$ cat src/rtl/poly_note_alloc_pkg.sv
// Shared types for the polyphonic note allocator: note constants, voice state
// encoding and the ASCII key-code to note-index map.
// Latency: n/a (types and a pure function only).
// Backpressure: n/a.
package poly_note_alloc_pkg;

  localparam int NOTE_W = 5;
  localparam int CNT_W  = 8;

  // Note indices: Z..M = 0..6, A..J = 7..13, Q..U = 14..20, 21 = rest.
  localparam logic [NOTE_W-1:0] NOTE_LOW_FIRST = 5'd0;
  localparam logic [NOTE_W-1:0] NOTE_MID_FIRST = 5'd7;
  localparam logic [NOTE_W-1:0] NOTE_TOP_FIRST = 5'd14;
  localparam logic [NOTE_W-1:0] NOTE_REST      = 5'd21;

  typedef enum logic [1:0] {
    VS_IDLE = 2'd0,
    VS_GATE = 2'd1,
    VS_REL  = 2'd2
  } voice_state_t;

  typedef struct packed {
    logic              hit;
    logic [NOTE_W-1:0] note;
  } key_lookup_t;

  // Uppercase ASCII only, as delivered by the keyboard decoder.
  function automatic key_lookup_t key_to_note(input logic [7:0] code);
    key_lookup_t r;
    r.hit  = 1'b1;
    r.note = NOTE_REST;
    case (code)
      8'h5A: r.note = NOTE_LOW_FIRST + 5'd0;  // Z
      8'h58: r.note = NOTE_LOW_FIRST + 5'd1;  // X
      8'h43: r.note = NOTE_LOW_FIRST + 5'd2;  // C
      8'h56: r.note = NOTE_LOW_FIRST + 5'd3;  // V
      8'h42: r.note = NOTE_LOW_FIRST + 5'd4;  // B
      8'h4E: r.note = NOTE_LOW_FIRST + 5'd5;  // N
      8'h4D: r.note = NOTE_LOW_FIRST + 5'd6;  // M
      8'h41: r.note = NOTE_MID_FIRST + 5'd0;  // A
      8'h53: r.note = NOTE_MID_FIRST + 5'd1;  // S
      8'h44: r.note = NOTE_MID_FIRST + 5'd2;  // D
      8'h46: r.note = NOTE_MID_FIRST + 5'd3;  // F
      8'h47: r.note = NOTE_MID_FIRST + 5'd4;  // G
      8'h48: r.note = NOTE_MID_FIRST + 5'd5;  // H
      8'h4A: r.note = NOTE_MID_FIRST + 5'd6;  // J
      8'h51: r.note = NOTE_TOP_FIRST + 5'd0;  // Q
      8'h57: r.note = NOTE_TOP_FIRST + 5'd1;  // W
      8'h45: r.note = NOTE_TOP_FIRST + 5'd2;  // E
      8'h52: r.note = NOTE_TOP_FIRST + 5'd3;  // R
      8'h54: r.note = NOTE_TOP_FIRST + 5'd4;  // T
      8'h59: r.note = NOTE_TOP_FIRST + 5'd5;  // Y
      8'h55: r.note = NOTE_TOP_FIRST + 5'd6;  // U
      default: r.hit = 1'b0;
    endcase
    return r;
  endfunction

endpackage

$ cat src/rtl/poly_voice_slot.sv
// One voice slot: IDLE/GATE/REL state, held note, saturating age, release counter.
// Latency: commands sampled on inclk, new state visible the following cycle.
// Backpressure: none; every command is applied in the cycle it is presented.
// Ports: inclk/nCLR clock and sync active-low reset; take/take_note load a note
//   into GATE (allocate, steal or retrigger); rel_start enters REL; age_inc ages
//   an active voice; tick advances the release tail; state/note/age are the
//   slot's current contents.
module poly_voice_slot
  import poly_note_alloc_pkg::*;
#(
  parameter int                AGE_W         = 4,
  parameter int                RELEASE_TICKS = 8,
  parameter logic [NOTE_W-1:0] REST_NOTE     = 5'd21
) (
  input  logic              inclk,
  input  logic              nCLR,
  input  logic              take,
  input  logic [NOTE_W-1:0] take_note,
  input  logic              rel_start,
  input  logic              age_inc,
  input  logic              tick,
  output voice_state_t      state,
  output logic [NOTE_W-1:0] note,
  output logic [AGE_W-1:0]  age
);

  localparam logic [AGE_W-1:0] AGE_MAX  = {AGE_W{1'b1}};
  localparam logic [CNT_W-1:0] REL_LOAD = CNT_W'(RELEASE_TICKS);
  localparam logic [CNT_W-1:0] CNT_ONE  = CNT_W'(1);

  logic [CNT_W-1:0]  rel_cnt;
  voice_state_t      state_nxt;
  logic [NOTE_W-1:0] note_nxt;
  logic [AGE_W-1:0]  age_nxt;
  logic [CNT_W-1:0]  cnt_nxt;

  always_ff @(posedge inclk) begin
    if (!nCLR) begin
      state   <= VS_IDLE;
      note    <= REST_NOTE;
      age     <= '0;
      rel_cnt <= '0;
    end else begin
      state   <= state_nxt;
      note    <= note_nxt;
      age     <= age_nxt;
      rel_cnt <= cnt_nxt;
    end
  end

  // Key events on this voice take precedence over a coincident tick.
  always_comb begin
    state_nxt = state;
    note_nxt  = note;
    age_nxt   = age;
    cnt_nxt   = rel_cnt;
    if (take) begin
      state_nxt = VS_GATE;
      note_nxt  = take_note;
      age_nxt   = '0;
      cnt_nxt   = '0;
    end else if (rel_start) begin
      state_nxt = VS_REL;
      cnt_nxt   = REL_LOAD;
    end else begin
      if (age_inc && (state != VS_IDLE) && (age != AGE_MAX)) begin
        age_nxt = age + 1'b1;
      end
      if (tick && (state == VS_REL)) begin
        if (rel_cnt <= CNT_ONE) begin
          state_nxt = VS_IDLE;
          note_nxt  = REST_NOTE;
          age_nxt   = '0;
          cnt_nxt   = '0;
        end else begin
          cnt_nxt = rel_cnt - 1'b1;
        end
      end
    end
  end

endmodule

$ cat src/rtl/poly_note_alloc.sv
// Polyphonic allocator: maps ASCII key press/release events onto NUM_VOICES voice slots.
// Latency: outputs update on the edge that samples key_valid/tick, visible next cycle.
// Backpressure: none; one key event per cycle is always accepted (unmapped codes dropped).
// Ports: inclk/nCLR clock and sync active-low reset; key_valid/key_code/key_release
//   key event; tick release-timing strobe; voice_note/voice_active/voice_gate per-voice
//   outputs (voice i note in bits [5i+4:5i]); last_note most recent press; steal pulse.
module poly_note_alloc
  import poly_note_alloc_pkg::*;
#(
  parameter int NUM_VOICES    = 4,
  parameter int RELEASE_TICKS = 8,
  parameter int AGE_W         = 4,
  parameter int REST_NOTE     = 21
) (
  input  logic                         inclk,
  input  logic                         nCLR,
  input  logic                         key_valid,
  input  logic [7:0]                   key_code,
  input  logic                         key_release,
  input  logic                         tick,
  output logic [NOTE_W*NUM_VOICES-1:0] voice_note,
  output logic [NUM_VOICES-1:0]        voice_active,
  output logic [NUM_VOICES-1:0]        voice_gate,
  output logic [NOTE_W-1:0]            last_note,
  output logic                         steal
);

  localparam logic [NOTE_W-1:0] REST_N = NOTE_W'(REST_NOTE);

  key_lookup_t       lk;
  logic              press;
  logic              rel;

  voice_state_t      st [NUM_VOICES];
  logic [NOTE_W-1:0] nt [NUM_VOICES];
  logic [AGE_W-1:0]  ag [NUM_VOICES];

  logic [NUM_VOICES-1:0] take;
  logic [NUM_VOICES-1:0] rel_hit;
  logic [NUM_VOICES-1:0] age_inc;
  logic                  do_steal;

  int                    tgt;
  logic                  found_match;
  logic                  found_idle;
  logic                  found_rel;
  logic                  found_cand;
  logic [AGE_W-1:0]      best_age;

  assign lk    = key_to_note(key_code);
  assign press = key_valid & lk.hit & ~key_release;
  assign rel   = key_valid & lk.hit &  key_release;

  // Target selection: retrigger an existing voice, else lowest free voice,
  // else steal the oldest release-phase voice, else the oldest gated voice.
  always_comb begin
    tgt         = 0;
    found_match = 1'b0;
    found_idle  = 1'b0;
    found_rel   = 1'b0;
    found_cand  = 1'b0;
    best_age    = '0;
    take        = '0;
    rel_hit     = '0;
    age_inc     = '0;
    do_steal    = 1'b0;

    // Descending scan leaves the lowest matching index in tgt.
    for (int i = NUM_VOICES - 1; i >= 0; i--) begin
      if ((st[i] != VS_IDLE) && (nt[i] == lk.note)) begin
        found_match = 1'b1;
        tgt         = i;
      end
    end
    if (!found_match) begin
      for (int i = NUM_VOICES - 1; i >= 0; i--) begin
        if (st[i] == VS_IDLE) begin
          found_idle = 1'b1;
          tgt        = i;
        end
      end
    end
    if (!found_match && !found_idle) begin
      for (int i = 0; i < NUM_VOICES; i++) begin
        if (st[i] == VS_REL) found_rel = 1'b1;
      end
      // Strict '>' keeps the lowest index on an age tie.
      for (int i = 0; i < NUM_VOICES; i++) begin
        if ((!found_rel || (st[i] == VS_REL)) && (!found_cand || (ag[i] > best_age))) begin
          found_cand = 1'b1;
          best_age   = ag[i];
          tgt        = i;
        end
      end
    end

    do_steal = press && !found_match && !found_idle;
    for (int i = 0; i < NUM_VOICES; i++) begin
      take[i]    = press && (tgt == i);
      age_inc[i] = press && (tgt != i);
      rel_hit[i] = rel && (st[i] == VS_GATE) && (nt[i] == lk.note);
    end
  end

  always_ff @(posedge inclk) begin
    if (!nCLR) begin
      last_note <= REST_N;
      steal     <= 1'b0;
    end else begin
      steal <= do_steal;
      if (press) last_note <= lk.note;
    end
  end

  for (genvar g = 0; g < NUM_VOICES; g++) begin : g_voice
    poly_voice_slot #(
      .AGE_W        (AGE_W),
      .RELEASE_TICKS(RELEASE_TICKS),
      .REST_NOTE    (REST_N)
    ) u_slot (
      .inclk    (inclk),
      .nCLR     (nCLR),
      .take     (take[g]),
      .take_note(lk.note),
      .rel_start(rel_hit[g]),
      .age_inc  (age_inc[g]),
      .tick     (tick),
      .state    (st[g]),
      .note     (nt[g]),
      .age      (ag[g])
    );

    assign voice_note[NOTE_W*g +: NOTE_W] = (st[g] == VS_IDLE) ? REST_N : nt[g];
    assign voice_active[g]                = (st[g] != VS_IDLE);
    assign voice_gate[g]                  = (st[g] == VS_GATE);
  end

endmodule

$ cat config.mk
export PLATFORM = sky130hd
export DESIGN_NAME = poly_note_alloc
export DESIGN_NICKNAME = d
export VERILOG_FILES = /design/src/rtl/poly_note_alloc_pkg.sv /design/src/rtl/poly_voice_slot.sv /design/src/rtl/poly_note_alloc.sv
export SDC_FILE = /design/constraint.sdc
export NUM_CORES = 1
export LEC_CHECK = 0
export ABC_AREA = 1
export BUFFER_PORTS_ARGS = -buffer_cell sky130_fd_sc_hd__buf_4
export CAP_MARGIN = 20
export CORE_ASPECT_RATIO = 1.1
export CORE_MARGIN = 1.5
export CORE_UTILIZATION = 50
export CTS_CLUSTER_DIAMETER = 150
export DETAILED_ROUTE_END_ITERATION = 12
export GPL_TIMING_DRIVEN = 1
export PLACE_DENSITY = 0.73
export RECOVER_POWER = 50
export SKIP_CTS_REPAIR_TIMING = 1
export SLEW_MARGIN = 10
export SYNTH_ARGS = -nofsm -noshare
export SYNTH_HDL_FRONTEND = slang
export SYNTH_SLANG_ARGS = --single-unit
$ cat constraint.sdc
create_clock -name inclk -period 12.3 [get_ports inclk]
set_input_delay 1.23 -clock inclk [delete_from_list [all_inputs] [get_ports inclk]]
set_output_delay 1.23 -clock inclk [all_outputs]
set_load 0.1 [all_outputs]
Yosys cells after proc, flatten, opt, wreduce, memory -nomap -nowiden
Index checks and enable logic that the tools add are counted.
Word-level totals
  register bits: 82
  bits in latches: 0
  RAM bits: 0
  bits in read-only memories: 0
  input port bits: 13
  output and inout bits: 34
  logic and storage cells: 301
  memories kept: 0
Cells by class
  $add $sub $neg: 8
  $mul: 0
  divide/modulo/power cells: 0
  order comparisons: 7
  equality and inequality tests: 47
  shift-type cells: 0
  mux-type cells: 102
  bitwise logic cells: 5
  reductions and logical operators: 106
Operators with widths (number)
  $mux W32: 13
  $eq A8 B7 Y1 const B: 21
  $pmux W5 S21: 1
  $mux W4: 26
  $mux W5: 20
  $eq A32 B3 Y1 const B: 2
  $ne A32 B3 Y1 const B: 2
  $reduce_bool A2 Y1: 20
  $logic_and A1 B1 Y1: 38
  $eq A32 B2 Y1 const B: 1
  $le A8 B1 Y1 const B: 4
  $logic_not A32 Y1: 1
  $mux W8: 4
  $ne A32 B2 Y1 const B: 1
  $reduce_bool A32 Y1: 1
  $sub A8 B1 Y8 const B: 4
  $mux W2: 13
  $mux W1: 25
  $reduce_bool A3 Y1: 8
  $reduce_or A21 Y1: 1
  $eq A5 B5 Y1: 4
  $add A4 B1 Y4 const B: 4
  $ne A4 B4 Y1 const B: 4
  $reduce_and A2 Y1: 8
  other kinds (12): 49

Logic depth before layout (Yosys ltp)
Gate-level depths: netlist of run 1.
  depth after elaboration: 38
  depth in mapped cells: 44

Hierarchy
From an unflattened synthesis of run 1, not the netlist that was laid out.
Second synthesis, totals
  cells, all modules: 899
  area total of the unflattened synthesis: 5879.4 um^2
By module, submodules not included
  poly_voice_slot: times used 4, cells each 133, area each 985.9 um^2, seq. area each 380.4 um^2
  poly_note_alloc: times used 1, cells each 367, area each 1935.6 um^2, seq. area each 120.1 um^2

Worst setup path after synthesis of run 1
Ideal clock, no wire load.
  path kind: register to register
  start: reg g_voice[0].u_slot.state[1]
  end: reg g_voice[2].u_slot.rel_cnt[5]
  setup time: 0.135 ns
  arrival time: 4.735 ns
  path slack: 7.430 ns
  stages on the path, launching flop included: 42
  clock period less this slack: 4.870 ns
  path through: dfxtp_1 -> inv_1 -> nor2_1 -> nor3_1 -> inv_1 -> nor2_1 -> nor2_1 -> inv_1 -> nand2_1 -> ha_1 -> inv_1 -> nor2_1 -> o21bai_1 -> nand2_1 -> o21ai_0 -> nand2_1 -> o21ai_1 -> o21ai_0 -> (+6 left out) -> o21ai_2 -> nand2_1 -> o21ai_0 -> ha_1 -> a21oi_1 -> o21ai_0 -> o21ai_0 -> nand2_1 -> o21ai_0 -> inv_1 -> nor2_1 -> nand2_4 -> nand2_8 -> nand3_4 -> nand2_4 -> inv_2 -> nand2_2 -> nor3_2
Between the ends
  longest elaborated chain between the ends: 28
RTL lines
  from (decl): RTL line poly_voice_slot.sv:22  | output voice_state_t state,
  from (signal assigned): RTL line poly_voice_slot.sv:44  | state <= state_nxt;
  $eq A2 B2 Y1: RTL line poly_note_alloc.sv:85, poly_note_alloc.sv:89
  $mux W1 (4 in a row): RTL line poly_note_alloc.sv:85  | if (st[i] == VS_REL) found_rel = 1'b1;
  $mux W1: RTL line poly_note_alloc.sv:83  | if (!found_match && !found_idle) begin
  $logic_not A1 Y1: RTL line poly_note_alloc.sv:89  | if ((!found_rel || (st[i] == VS_REL)) && (!found_cand || (ag[i] > best_age))) begin
  $logic_or A1 B1 Y1: RTL line poly_note_alloc.sv:89
  $mux W4 / $mux W1 (equally long branches): RTL line poly_note_alloc.sv:89
  $mux W4 / $mux W1 (equally long branches): RTL line poly_note_alloc.sv:83
  $gt A4 B4 Y1 / $logic_not A1 Y1 (equally long branches): RTL line poly_note_alloc.sv:89
  (+9 left out)
  $gt A4 B4 Y1 / $logic_not A1 Y1 (equally long branches): RTL line poly_note_alloc.sv:89
  $logic_or A1 B1 Y1: RTL line poly_note_alloc.sv:89
  $logic_and A1 B1 Y1: RTL line poly_note_alloc.sv:89
  $mux W32: RTL line poly_note_alloc.sv:89
  $mux W32 (*): RTL line poly_note_alloc.sv:83
  $eq A32 B3 Y1 (*): RTL line poly_note_alloc.sv:99  | take[i] = press && (tgt == i);
  $logic_and A1 B1 Y1 (*): RTL line poly_note_alloc.sv:99
  $reduce_or A3 Y1 (no line) (*)
  to (signal assigned): RTL line poly_voice_slot.sv:47  | rel_cnt <= cnt_nxt;
  to (decl): RTL line poly_voice_slot.sv:31  | logic [CNT_W-1:0] rel_cnt;
Every way passes the cells marked *; elsewhere a longest branch is shown, timed or not. The select of a mux whose other input is x is not followed.
A chain may end at the register's enable or synchronous reset.

Final worst setup path of run 1
  start: reg g_voice[0].u_slot.state[0]
  end: reg g_voice[1].u_slot.note[3]
Between the ends
  longest elaborated chain between the ends: 29
RTL lines
  $eq A2 B2 Y1: RTL line poly_note_alloc.sv:85, poly_note_alloc.sv:89
  $mux W1 (4 in a row): RTL line poly_note_alloc.sv:85
  $mux W1: RTL line poly_note_alloc.sv:83
  $logic_not A1 Y1: RTL line poly_note_alloc.sv:89
  $logic_or A1 B1 Y1: RTL line poly_note_alloc.sv:89
  $mux W4 / $mux W1 (equally long branches): RTL line poly_note_alloc.sv:89
  $mux W4 / $mux W1 (equally long branches): RTL line poly_note_alloc.sv:83
  $gt A4 B4 Y1 / $logic_not A1 Y1 (equally long branches): RTL line poly_note_alloc.sv:89
  (+10 left out)
  $logic_or A1 B1 Y1: RTL line poly_note_alloc.sv:89
  $logic_and A1 B1 Y1: RTL line poly_note_alloc.sv:89
  $mux W32: RTL line poly_note_alloc.sv:89
  $mux W32 (*): RTL line poly_note_alloc.sv:83
  $eq A32 B2 Y1 (*): RTL line poly_note_alloc.sv:99
  $logic_and A1 B1 Y1 (*): RTL line poly_note_alloc.sv:99
  $ne A2 B1 Y1 (no line) / $reduce_bool A2 Y1 (equally long branches)
  $reduce_and A3 Y1 (no line)
  to (signal assigned): RTL line poly_voice_slot.sv:45  | note <= note_nxt;
  to (decl): RTL line poly_voice_slot.sv:23  | output logic [NOTE_W-1:0] note,
Marks and branches as above.

==> metrics.md, run 1 <==
| Metric | Value |
|---|---|
| Outcome | complete, no violations |
| Worst-Margin Slew | 1190 ps |
| PwrDens | 91.7 nW/um^2 |
| Sinks on the clock net | 82 |
| Post-DP HPWL | 10800 um |
| Top-count cell post-synth | nand2_1 |
| Slowest stage delay, CP | 400 ps |
| Aggregate global routing overflow | 0 |
| Die height | 115 um |
| Highest ir drop seen on vdd | 81.3 uV |
| Crit path kind | register to register |
| IO Port Bufs | 46 |
| Non-Filler Instances | 1070 |
| Global-route wire length before repair | 22900 um |
| Synth Flop Type | dfxtp_1 |
| Die Footprint | 12000 um^2 |
| Post-layout nets | 955 |
| Worst path slowest cell | o21ai_0 |
| Setup Total Neg Slack | 0 ps |
| DRC violations left | 0 |
| Pin count of the biggest net entering global routing | 22 |
| Sequential Area | 1640 um^2 |
| Fill cells | 1089 |
| Post-Syn Instances | 866 |
| # placed instances | 1054 |
| FP Rows | 40 |
| Arrival time worst endpoint | 6710 ps |
| Antenna Nets Post-Route | 0 |
| Routability congestion estimate from global placement | 0.893 |
| Post-synthesis sequential area ratio | 29.0% |
| Post-synth net total | 903 |
| Antenna violations before repair | 0 |
| Max clock buf depth | 2 |
| Min Tclk post-route | 6430 ps |
| DIE WIDTH | 104 um |
| Crit-path max FO | 10 |
| Final hold vios | 0 |
| Vias post-DR | 5484 |
| Asr flop ratio synth | 0% |
| Routed WL | 13700 um |
| Final Core Density | 56.6% |
| Area grow syn2layout | 9.59% |
| Worst path bufs/invs | 4 |
| Vias in the first global route | 4961 |
| Worst Setup End Kind | register |
| Synth top area share | 29.0% |
| Clock Tree Root | clkbuf_16 |
| EDFF count, synth | 0 |
| RSZ-0062 raised after global routing | false |
| Area of the core | 11000 um^2 |
| Initial DRC count | 311 |
| Via-per-instance ratio | 5.13 |
| Max-cap check violation count | 0 |
| Tcrit/Tclk final | 52.3% |
| Post-synth top cells | nand2_1 (216), nor2_1 (128), inv_1 (121) |
| Setup violations, final | 0 |
| CTS Buf Count | 9 |
| Flops & latches, synth | 82 |
| Netlist cell types | 45 |
| H-tree depth | 3 |
| Clk_skew | 10.2 ps |
| Hold Path Class | register to register |
| Synth Warn # | 0 |
| Pins Over Slew Limit | 0 |
| Crit start category | register |
| Latest clock arrival within the worst-skew pair | 350 ps |
| Share of cells above drive strength 1 | 11.1% |
| Multi-input logic area | 3360 um^2 |
| WP data required | 12580 ps |
| Total GRT Usage | 23.7% |
| Synth top area cells | dfxtp_1 (29%), nand2_1 (14%), nor2_1 (8.5%) |
| Synthesized area | 5660 um^2 |
| CP delay by family, top | compound AO/OA/AOI/OAI gates |
| Most frequent cell on the critical path | nand2_1 |
| # IOs | 47 |
| P_leak | 0.00297 uW |
| Max Fclk | 155 MHz |
| CTS clk-pin slew, worst paths | 60 ps |
| Mean post-synth cell area | 6.54 um^2 |
| Mean routed wirelength per cell | 12.8 um |
| Synth area leader | dfxtp_1 |
| Worst slew margin | 21.3% |
| Ant. Diodes | 0 |
| Detailed Routing Iterations Pass 1 | 6 |
| CTS tree | done |
| Initial core utilization | 51.7% |
## worst reg2reg max path, delay by kind of cell (launching register included)
family                     cells  cell delay, ps
and+or+nand+nor               17            2140
DFF                            1             380
buffers and inverters          4             650
adders and majority gates      3             970
AOI/OAI and AO/OA             14            2230
## per-stage QoR
| stage | hold WS [ps] | instance area, um^2 | worst slack, ps | power [uW] |
|---|---|---|---|---|
| 4_1_cts | 477 | 6450 | 6630 | 575 |
| 3_3_place_gp | 456 | 6160 | 6840 | 316 |
| 5_1_grt | 491 | 6200 | 5000 | 587 |
| 2_1_floorplan | 445 | 5660 | 7430 | 304 |
| 6_report | 474 | 6200 | 5870 | 569 |
| 3_5_place_dp | 460 | 6160 | 6650 | 316 |
## sequential cells by signal, indices dropped and copies added (netlist names)
name and count:
g_voice.u_slot.age 16, g_voice.u_slot.note 20, g_voice.u_slot.rel_cnt 32, g_voice.u_slot.state 8, last_note 5, steal 1
## layer usage
metal	wire length (um)	GRT usage, %	share of wire [%]	vias to the layer above
li1	-	-	-	2872
met5	0	0	0	-
met2	6600	41.4	48	107
met1	6270	29.3	46	2481
met4	238	8.06	1.7	0
met3	559	4.27	4.1	24
## worst paths after layout
check	to	startpoint	slack (ps)	cells past startpoint
worst max-delay path	g_voice[1].u_slot.note[3]	g_voice[0].u_slot.state[0]	5870	38
worst min-delay path	last_note[2]	last_note[2]	470	2
worst max register to register	g_voice[1].u_slot.note[3]	g_voice[0].u_slot.state[0]	5870	38
worst min register to register	last_note[2]	last_note[2]	470	2
## cells by family after synthesis
family	share of synthesized area, %
AOI/OAI and AO/OA	11.3
buffers and inverters	9.64
adders and majority gates	5.30
xor gates and xnor gates	4.02
DFF	29.0
and+or+nand+nor	40.8
## power by group
part	leakage [uW]	internal (uW)	switching (uW)
logic	0.00216	11.2	31.3
registers	0.000661	266	0.235
clock network	0.000143	144	116
## cells in the final DEF (no fill, tap or decap), drive strengths merged, types with 2 or more instances in the layout
master   netlist  layout
xnor2          7       7
clkbuf         2      45
clkinv         2       6
nor2         146     146
a22oi          3       3
ha            24      24
inv          135     136
nand4         19      19
nor3          16      16
or2            2       2
buf            3      11
o2111ai        4       4
o211ai         2       2
xor2          19      19
a21oi         34      34
nand2        241     241
o21ai         41      41
nor3b          2       2
nor4           3       3
a211oi         3       3
nand3         55      55
o21bai         2       2
o22ai         14      14
dfxtp         82      82
## cell type report
class	count	area share, %
clock buffer	10	3.85
sequential	82	26.5
inverter	137	8.31
tap	147	2.96
multi-input combinational	642	54.1
timing repair buffer	46	3.51
clock inverter	6	0.786
Note: power is estimated with default switching activity, not from simulation.
==> inputs of run 2 (changes only) <==
- clock period: 12.3 -> 6.7 ns (I/O delays scaled with it)
==> metrics.md, run 2 (synthesis gave the netlist of run 1 again) <==
| Metric | Value |
|---|---|
| Outcome | complete, no violations |
| HP Start | last_note[2] |
| Max Fclk | 172 MHz (+10%) |
| P_leak | 0.00297 uW (+0.16%) |
| Detailed Routing Iterations Pass 1 | 5 (-1) |
| Die height | 115 um (unchanged) |
| Via-per-instance ratio | 5.12 (-0.18%) |
| WP data required | 6930 ps (-5650 ps) |
| Clk_skew | 11.6 ps (+1.37 ps) |
| Number of flip-flops in the largest register | 32 (unchanged) |
| Initial core utilization | 51.7% (unchanged) |
| DIE WIDTH | 104 um (unchanged) |
| Ant. Diodes | 0 (unchanged) |
| Share of cells above drive strength 1 | 11.6% (+0.54 points) |
| Final Core Density | 57.2% (+0.63 points) |
| IO Port Bufs | 46 (unchanged) |
| Most frequent cells in the layout | nand2_1 (218), nor2_1 (128), inv_1 (121) |
| Area of the core | 11000 um^2 (unchanged) |
| DRC violations left | 0 (unchanged) |
| Comb power frac | 7.6% (about the same) |
| Clk pwr share | 45.7% (about the same) |
| Biggest registers after layout | g_voice.u_slot.rel_cnt x32, g_voice.u_slot.note x20, g_voice.u_slot.age x16 |
| Hold Path Class | register to register |
| Sinks on the clock net | 82 (unchanged) |
| Crit path kind | register to register |
| Crit-path max FO | 10 (unchanged) |
| Min-Delay Endpoint | last_note[2] |
| Crit start category | register |
| # placed instances | 1054 (unchanged) |
| Setup Total Neg Slack | 0 ps (unchanged) |
| Aggregate global routing overflow | 0 (unchanged) |
| Most common cell after layout, fill and taps aside | nand2_1 |
| Total GRT Usage | 24.0% (+0.31 points) |
| WHS Path Cells | 2 (unchanged) |
| Highest ir drop seen on vdd | 119 uV (+47%) |
| Switching Fraction | 25.9% (about the same) |
| Mean routed wirelength per cell | 12.9 um (+0.86%) |
| CTS tree | done |
| Routed WL | 13800 um (+0.86%) |
| Pins Over Slew Limit | 0 (unchanged) |
| Setup violations, final | 0 (unchanged) |
| Worst path slowest cell | ha_1 |
| CTS Buf Count | 9 (unchanged) |
| Pin count of the biggest net entering global routing | 22 (unchanged) |
| Vias in the first global route | 5142 (+3.6%) |
| Global-route wire length before repair | 23200 um (+1.2%) |
| Biggest register | g_voice.u_slot.rel_cnt |
| PwrDens | 166 nW/um^2 (+82%) |
| CTS clk-pin slew, worst paths | 60 ps (about the same) |
| Initial DRC count | 330 (+6.1%) |
| Area grow syn2layout | 10.8% |
| Die Footprint | 12000 um^2 (unchanged) |
| Worst-Margin Slew | 1170 ps (-11.9 ps) |
| Worst Setup End Kind | register |
| Antenna Nets Post-Route | 0 (unchanged) |
| Start of the worst register-to-register path | g_voice[0].u_slot.state[1] |
| Hold slack | 475 ps (+0.790 ps) |
| Post-layout nets | 955 (unchanged) |
| Worst slew margin | 22.1% (+0.79 points) |
| Net Sw Power | 271 uW (+84%) |
| Tcrit/Tclk final | 86.9% (+35 points) |
| # IOs | 47 (unchanged) |
| Clock Tree Root | clkbuf_16 |
| Routability congestion estimate from global placement | 0.893 (unchanged) |
| RSZ-0062 raised after global routing | false |
| Post-DP HPWL | 10800 um (+0.12%) |
| R2R Setup Slk | 880 ps (-4990 ps) |
| Most frequent cell on the critical path | o21ai_0 |
| Sequential share of power | 46.8% (about the same) |
| Min Tclk post-route | 5820 ps (-611 ps) |
| Antenna violations before repair | 0 (unchanged) |
| H-tree depth | 3 (unchanged) |
| Non-Filler Instances | 1070 (unchanged) |
| FP Rows | 40 (unchanged) |
| Final hold vios | 0 (unchanged) |
| Worst R2R Path Depth | 41 (+7.9%) |
| Arrival time worst endpoint | 6050 ps (-660 ps) |
| Vias post-DR | 5474 (-0.18%) |
| RR Endpoint | g_voice[0].u_slot.rel_cnt[7] |
| Int Power | 774 uW (+84%) |
| Max clock buf depth | 2 (unchanged) |
| Slowest stage delay, CP | 350 ps (-50 ps) |
| Latest clock arrival within the worst-skew pair | 350 ps (about the same) |
| Max-cap check violation count | 0 (unchanged) |
[run 2: cell count changes in the layout (fill, tap and decap cells not counted), moves of 2 or more]
cell      previous run  this run
nand2_4              5         7
nand2_1            221       218
clkbuf_1            34        36
o21ai_0             27        25
nand3_4              0         2
nand3_1             48        46
[run 2: power by group through the flow]
stage | logic (uW) | registers (uW) | clock network [uW]
global placement | 80.6 | 499 | 0
detailed placement | 80.8 | 499 | 0
floorplan | 54.8 | 503 | 0
CTS | 80.9 | 488 | 486
global route | 87.1 | 488 | 503
finish | 78.9 | 488 | 477
[run 2: how the worst max path moves through the flow]
stage	cells after the start	from	endpoint	slack, ps
detailed placement	40	g_voice[2].u_slot.state[1]	g_voice[1].u_slot.note[3]	1060
global route	41	g_voice[2].u_slot.state[1]	g_voice[2].u_slot.rel_cnt[6]	110
CTS	40	g_voice[2].u_slot.state[1]	g_voice[1].u_slot.note[1]	1050
global placement	40	g_voice[0].u_slot.state[1]	g_voice[1].u_slot.note[3]	1240
finish	41	g_voice[0].u_slot.state[1]	g_voice[0].u_slot.rel_cnt[7]	880
floorplan	41	g_voice[0].u_slot.state[1]	g_voice[2].u_slot.rel_cnt[5]	1830
[run 2: worst max-delay path: cells and delay by family, from the launching register on]
kind,cells,cell delay (ps)
simple gates,19,2230
compound gates,13,1700
fa+ha+maj,3,950
buf+inv,6,500
flops,1,320
[run 2: final cells by class]
class                   instances  area, um^2
multi-input cells             642        3430
inverters                     137         517
clock inverters                 6        48.8
fillers                      1118        4690
repair buffers                 46         210
well taps                     147         184
clock buffers                  10         239
flip-flops and latches         82        1640
[run 2: metrics by stage]
| step | power, uW | cell area [um^2] | setup slack (ps) |
|---|---|---|---|
| 2_1_floorplan | 557 | 5660 | 1830 |
| 6_report | 1040 | 6270 | 876 |
| 5_1_grt | 1080 | 6270 | 112 |
| 3_5_place_dp | 580 | 6160 | 1060 |
| 4_1_cts | 1060 | 6450 | 1050 |
| 3_3_place_gp | 580 | 6160 | 1240 |
[run 2: per-layer routing]
metal / vias up / part of all wire [%] / wire (um) / global-route usage (%)
met1: 2458 / 46 / 6360 / 30.3
met5: - / 0 / 0 / 0
met2: 115 / 48 / 6560 / 41.4
met4: 0 / 1.9 / 255 / 8.52
li1: 2877 / - / - / -
met3: 24 / 4.4 / 609 / 3.76
